`src/rtl/clock_rate_pkg.sv`:
```
// ============================================================================
// Module      : clock_rate_pkg
// Description : Shared widths, rate/state types and terminal-count helper
//               for the clock rate sequencer.
// Revision    : 1.0 - initial release
// ============================================================================
`default_nettype none

package clock_rate_pkg;

  localparam int CNT_W = 27;

  typedef logic [1:0] rate_t;

  localparam rate_t RATE_MAX = 2'd3;

  typedef enum logic [1:0] {
    MANUAL     = 2'd0,
    SWEEP_UP   = 2'd1,
    SWEEP_DOWN = 2'd2
  } state_t;

  // Half-period terminal count for a rate index: the 1 Hz period halves per step.
  function automatic logic [CNT_W-1:0] rate_limit(input logic [CNT_W-1:0] base,
                                                  input rate_t rate);
    logic [CNT_W-1:0] period;
    period = base + CNT_W'(1);
    return (period >> rate) - CNT_W'(1);
  endfunction

endpackage

`default_nettype wire

```
`src/rtl/clock_rate_divider.sv`:
```
// ============================================================================
// Module      : clock_rate_divider
// Description : Shared prescaler producing a square wave and toggle tick for a
//               variable half-period limit, with synchronous restart.
// Revision    : 1.0 - initial release
// ============================================================================
`default_nettype none

module clock_rate_divider
  import clock_rate_pkg::*;
(
  input  logic             clk,
  input  logic             rst,
  input  logic             clear,
  input  logic [CNT_W-1:0] limit,
  output logic             equal,
  output logic             clk_out,
  output logic             tick
);

  logic [CNT_W-1:0] counter;

  assign equal = (counter == limit);

  // clear wins over equal so a rate change never emits a runt toggle
  always_ff @(posedge clk) begin
    if (rst || clear) begin
      counter <= '0;
      clk_out <= 1'b0;
      tick    <= 1'b0;
    end else if (equal) begin
      counter <= '0;
      clk_out <= ~clk_out;
      tick    <= 1'b1;
    end else begin
      counter <= counter + CNT_W'(1);
      tick    <= 1'b0;
    end
  end

endmodule

`default_nettype wire

```
`src/rtl/clock_rate_sequencer.sv`:
```
// ============================================================================
// Module      : clock_rate_sequencer
// Description : Selects a 1/2/4/8 Hz blink rate by button stepping or by an
//               automatic ping-pong sweep. Sweep enabled by CLOCK_RATE_SWEEP_EN.
// Revision    : 1.0 - initial release
// ============================================================================
`default_nettype none

module clock_rate_sequencer
  import clock_rate_pkg::*;
#(
  parameter int BASE_DIV      = 24_999_999,
  parameter int DWELL_TOGGLES = 8
) (
  input  logic       clk,
  input  logic       rst,
  input  logic       btn_next,
  input  logic       auto_en,
  output logic       clk_out,
  output logic       tick,
  output logic [1:0] rate_sel,
  output logic [3:0] rate_onehot
);

  state_t           state;
  state_t           state_nxt;
  rate_t            rate_nxt;
  logic [3:0]       onehot_nxt;
  logic             btn_q;
  logic             btn_rise;
  logic             btn_req;
  logic             btn_req_nxt;
  logic             rate_change;
  logic             equal;
  logic [CNT_W-1:0] limit;

  assign btn_rise = btn_next & ~btn_q;
  assign limit    = rate_limit(CNT_W'(BASE_DIV), rate_sel);

`ifdef CLOCK_RATE_SWEEP_EN
  localparam logic [7:0] DWELL_LAST = 8'(DWELL_TOGGLES - 1);

  logic [7:0] dwell;
  logic [7:0] dwell_nxt;
  logic       step_req;
  logic       step_req_nxt;

  always_ff @(posedge clk) begin
    if (rst) begin
      dwell    <= '0;
      step_req <= 1'b0;
    end else begin
      dwell    <= dwell_nxt;
      step_req <= step_req_nxt;
    end
  end
`else
  logic [8:0] unused_sweep;
  assign unused_sweep = {auto_en, equal, 7'(DWELL_TOGGLES)};
`endif

  always_ff @(posedge clk) begin
    if (rst) begin
      state       <= MANUAL;
      rate_sel    <= '0;
      rate_onehot <= 4'b0001;
      btn_q       <= 1'b0;
      btn_req     <= 1'b0;
    end else begin
      state       <= state_nxt;
      rate_sel    <= rate_nxt;
      rate_onehot <= onehot_nxt;
      btn_q       <= btn_next;
      btn_req     <= btn_req_nxt;
    end
  end

  always_comb begin
    state_nxt   = state;
    rate_nxt    = rate_sel;
    btn_req_nxt = 1'b0;
`ifdef CLOCK_RATE_SWEEP_EN
    dwell_nxt    = dwell;
    step_req_nxt = 1'b0;
`endif
    case (state)
      MANUAL: begin
        // rise is captured first, rate steps the following cycle
        btn_req_nxt = btn_rise;
        if (btn_req) rate_nxt = rate_sel + 2'd1;
`ifdef CLOCK_RATE_SWEEP_EN
        if (auto_en) begin
          rate_nxt    = rate_sel;
          btn_req_nxt = 1'b0;
          dwell_nxt   = '0;
          state_nxt   = (rate_sel == RATE_MAX) ? SWEEP_DOWN : SWEEP_UP;
        end
`endif
      end
`ifdef CLOCK_RATE_SWEEP_EN
      SWEEP_UP, SWEEP_DOWN: begin
        if (!auto_en) begin
          state_nxt = MANUAL;
          dwell_nxt = '0;
        end else if (step_req) begin
          if (state == SWEEP_UP) begin
            rate_nxt = rate_sel + 2'd1;
            if (rate_nxt == RATE_MAX) state_nxt = SWEEP_DOWN;
          end else begin
            rate_nxt = rate_sel - 2'd1;
            if (rate_nxt == 2'd0) state_nxt = SWEEP_UP;
          end
        end else if (equal) begin
          if (dwell == DWELL_LAST) begin
            step_req_nxt = 1'b1;
            dwell_nxt    = '0;
          end else begin
            dwell_nxt = dwell + 8'd1;
          end
        end
      end
`endif
      default: state_nxt = MANUAL;
    endcase
  end

  always_comb begin
    rate_change = (rate_nxt != rate_sel);
    onehot_nxt  = 4'b0001 << rate_nxt;
  end

  clock_rate_divider u_divider (
    .clk     (clk),
    .rst     (rst),
    .clear   (rate_change),
    .limit   (limit),
    .equal   (equal),
    .clk_out (clk_out),
    .tick    (tick)
  );

endmodule

`default_nettype wire

```
`config.mk`:
```
export PLATFORM = sky130hd
export DESIGN_NAME = clock_rate_sequencer
export DESIGN_NICKNAME = d
export VERILOG_FILES = /design/src/rtl/clock_rate_pkg.sv /design/src/rtl/clock_rate_divider.sv /design/src/rtl/clock_rate_sequencer.sv
export SDC_FILE = /design/constraint.sdc
export NUM_CORES = 1
export LEC_CHECK = 0
export ABC_AREA = 1
export BUFFER_PORTS_ARGS = -buffer_cell sky130_fd_sc_hd__buf_2
export CAP_MARGIN = 10
export CORE_ASPECT_RATIO = 0.6
export CORE_MARGIN = 4
export CORE_UTILIZATION = 55
export DETAILED_ROUTE_END_ITERATION = 8
export GPL_ROUTABILITY_DRIVEN = 0
export PLACE_DENSITY_LB_ADDON = 0.15
export SLEW_MARGIN = 0
export SYNTH_ARGS = -nofsm -noshare
export SYNTH_HDL_FRONTEND = slang
export SYNTH_HIERARCHICAL = 1
export SYNTH_SLANG_ARGS = --single-unit
```
`constraint.sdc`:
```
create_clock -name clk -period 2.2 [get_ports clk]
set_clock_uncertainty 0.05 [all_clocks]
set_input_delay 0.33 -clock clk [delete_from_list [all_inputs] [get_ports clk]]
set_output_delay 0.33 -clock clk [all_outputs]
set_load 0.03 [all_outputs]
```
* Yosys cells after proc, flatten, opt, wreduce, memory -nomap -nowiden *
Index checks and enable logic that the tools add are counted.

operators by class
  reduce and logical (&&, ||, !) cells = 2
  add/subtract/negate cells = 3
  shifts and indexed selects = 2
  bitwise gates (word level) = 3
  muxes and demuxes = 2
  equal/unequal tests = 2

operators with widths
  operator                                             number
  adder 27 x 1 -> 27 bit (second input constant)       1
  equality test 27 bit                                 1
  >> shifter 25 x 2 -> 27 bit (first input constant)   1
  subtractor 27 x 1 -> 27 bit (second input constant)  1
  << shifter 1 x 2 -> 4 bit (first input constant)     1
  adder 2 x 1 -> 2 bit (second input constant)         1
  2-to-1 mux 2 bit                                     1
  inequality test 2 bit                                1
  NOT 1 bit                                            2
  OR reduction 2 bit                                   1
  bitwise AND 1 bit                                    1
  logical OR 1 bit                                     1
  2-to-1 mux 1 bit                                     1

storage, ports and cells
  input port bits = 4
  output and inout port bits = 8
  word-level logic and storage cells = 21
  flip-flop bits (word level) = 37

* Depth between registers and ports, before layout *
  depth after elaboration = 5
  mapped depth = 14
  depth with buffers taken out = 13

* Modules after synthesis *
Netlist, hierarchy kept.

modules (own cells, without submodules)
  module                sequential area each (um^2)  cells an instance  times used  area each (um^2)
  clock_rate_divider    580.6                        322                1           1996.9
  clock_rate_sequencer  160.2                        57                 1           451.7

* Worst setup path after synthesis *
No wires, ideal clock.

  path type = register to register
  from = register rate_sel[0]
  to = register u_divider.counter[0]
  buffers on the path = 1
  data required time = 2032 ps
  data arrival time = 2093 ps
  setup slack = -61 ps
  setup time = 118 ps
  stages on the path, launching flop included = 13
  period minus slack after synthesis = 2261 ps
  cell sequence = dfxtp_1 -> inv_2 -> ha_1 -> or2_1 -> xnor2_1 -> nand2_1 -> nor2_1 -> nand2_1 -> nor2_1 -> nand2_2 -> nand2_4 -> buf_6 -> nor2_1

on the way
  elaborated cells between the ends (all ways) = 8
  classes of those cells = 2 x add/sub; 2 x eq/ne; 1 x shift; 1 x mux; 2 x reduce/logical

RTL lines
  item                          RTL line                    RTL
  start, declared               clock_rate_sequencer.sv:21  output logic [1:0] rate_sel,
  start signal, assigned        clock_rate_sequencer.sv:71  rate_sel <= rate_nxt;
  >> shifter 25 x 2 -> 27 bit   clock_rate_pkg.sv:28        return (period >> rate) - CNT_W'(1);
  subtractor 27 x 1 -> 27 bit   clock_rate_pkg.sv:28
  via limit[24]                 clock_rate_sequencer.sv:35  logic [CNT_W-1:0] limit;
  equality test 27 bit          clock_rate_divider.sv:23    assign equal = (counter == limit);
  OR reduction 2 bit (no line)  -
  end signal, assigned          clock_rate_divider.sv:36    counter <= counter + CNT_W'(1);
  end, declared                 clock_rate_divider.sv:21    logic [CNT_W-1:0] counter;

The timed path passes the listed nets, and every way through them passes these cells.
A chain may end at the register's enable or synchronous reset.

* Worst setup path after layout *
  from = register rate_sel[0]
  to = register u_divider.counter[14]

Same word-level chain as after synthesis.

==> metrics <==
total CTS buffers=5; GR Util All Layers=roughly 22%; antenna cells=0; power density cells=approximately 540 nW/um^2; Final Net Count=between 400 and 500; Final Critical Period=between 2 and 2.5 ns; largest net degree at the start of global routing=22; final hold vios=0; First DRT Iteration DRCs=~170; Worst EP arrival=2.16 ns; clk root buf=clkbuf_8; outcome=completed; crit share post-route=between 90% and 100%; post-DR wirelength/cell=roughly 12 um; f_max=between 400 and 500 MHz; placed wire-length estimate=around 4500 um; Die H=a little under 60 um; PortBufs=10; Worst Tran Pin Value=around 0.5 ns; Slew Limit Fails=0; count of final setup violators=0; initial antenna violation count=0; LEAKAGE=about 1.2 nW; first-pass GRT wire length=9360 um; CTS sink count=37; Non-Filler Instances=around 470; layout cells sized above 1=13.3%; vias per cell=a little under 5; CTS Buffer Depth=2; Crit Path Class=register to register; Max Cap Viol=0; CTS tree=yes; TNS Setup=0 ns; vias after detailed routing=about 2,300; Syn. warnings=6; crit end category=register; row count=18; CP max FO=6; area grow syn2layout=12.5%; Horiz. Die Dim=94.1 um; final wirelength=5660 um; IO Pins=12; final core utilization=roughly 66%; Worst-Skew Late Latency=0.29 ns; startpoint types=register; unrepaired setup endpoints after global routing=no; Initial Util=about three fifths; vias in the first global route=approximately 1,900; CTS clk-pin slew, worst paths=~0.080 ns; Hold Path Class=input port to register; CTS Hold Bufs=0; placed cell count=458; Detail Route Antenna Nets=0; GR Overflow Total=0; Core Region=between 4000 and 5000 um^2; CTS H-tree depth=2; Die Area=between 5000 and 6000 um^2; CP required=roughly 2.3 ns; worst rel slew slack=66.6%; syn_area_per_cell=6.47 um^2; Cell Area, Synth=approximately 2400 um^2; Syn Inst Count=around 380; worst IR drop on VDD=~0.37 mV; Detailed Routing Iterations Pass 1=5; Post-route DRC=0
metrics by stage:
step | hold slack (ns) | area [um^2] | total power, W | worst slack, ns
3_5_place_dp | 0.336 | 2630 | 0.000894 | 0.165
6_report | 0.205 | 2750 | 0.00148 | 0.174
5_1_grt | 0.237 | 2750 | 0.00154 | 0.00959
2_1_floorplan | 0.323 | 2480 | 0.000846 | 0.128
3_3_place_gp | 0.326 | 2630 | 0.000889 | 0.171
4_1_cts | 0.203 | 2740 | 0.00149 | 0.152
worst max-delay path: stages (launching register included):
cell and delay [ns]:
dfxtp_4 0.39, inv_2 0.07, ha_1 0.20, inv_1 0.05, ha_1 0.14, nand2_1 0.05, nor2_1 0.11, xnor2_1 0.17
nand4_1 0.13, nor2_1 0.15, nand2_2 0.10, nand2_4 0.08, buf_4 0.16, nor2_1 0.05
where the power goes:
part | internal, W | switching, W
Sequential | 0.000682 | 0.0000121
Clock | 0.000340 | 0.000257
Combinational | 0.0000676 | 0.000121
Total | 0.00109 | 0.000389
worst paths after layout:
path | cells past startpoint | slack [ns] | end | from
worst max-delay path | 13 | 0.17 | u_divider/counter[14] | rate_sel[0]
worst min-delay path | 3 | 0.21 | btn_q | btn_next
worst max register to register | 13 | 0.17 | u_divider/counter[14] | rate_sel[0]
worst min register to register | 1 | 0.34 | btn_req | btn_q
layout make-up:
| class | instances | area, um^2 |
|---|---|---|
| clock buffer | 6 | 72.6 |
| clock inverter | 2 | 38.8 |
| fill | 390 | 1440 |
| inverter | 61 | 229 |
| multi-input combinational | 284 | 1480 |
| sequential | 37 | 746 |
| tap | 60 | 75.1 |
| timing repair buffer | 16 | 108 |
layout by cell type (no fill, tap or decap):
| cell | n |
|---|---|
| nand2_1 | 112 |
| nor2_1 | 64 |
| inv_1 | 55 |
| dfxtp_1 | 35 |
| xnor2_1 | 20 |
| xor2_1 | 13 |
| conb_1 | 12 |
| ha_1 | 10 |
| buf_2 | 10 |
| nand4_1 | 10 |
| nand3_1 | 9 |
| nand2_2 | 8 |
| nor3_1 | 8 |
| inv_2 | 6 |
| nor2_2 | 5 |
| clkbuf_8 | 5 |
| buf_4 | 5 |
| nand3_2 | 3 |
| nor2_4 | 3 |
| nor3_2 | 2 |
| or2_1 | 1 |
| bufinv_16 | 1 |
| clkbuf_1 | 1 |
| clkinv_4 | 1 |
| dfxtp_4 | 1 |
| dfxtp_2 | 1 |
| xnor2_2 | 1 |
| nand2_4 | 1 |
| nand3b_1 | 1 |
| o21bai_1 | 1 |
| buf_12 | 1 |
layer usage:
metal  vias to the layer above  routed length (um)  global-route usage [%]
li1                       1164                   -                       -
met1                      1010                3000                    33.8
met2                        72                2250                    32.4
met3                         5                 365                    4.57
met4                         0                  36                    4.53
met5                         -                   0                       0
state kept, by name, indices dropped and copies added (netlist names):
name / flops
btn_q: 1
btn_req: 1
rate_onehot: 4
rate_sel: 2
u_divider/clk_out: 1
u_divider/counter: 27
u_divider/tick: 1
repair_timing:
action                                 in CTS  in global routing
setup buffers                               0                  0
setup endpoints to repair                   0                 27
resized for setup                           0                  2
endpoints found under the hold margin       0                  0
Power figures use the tool's default switching activity.
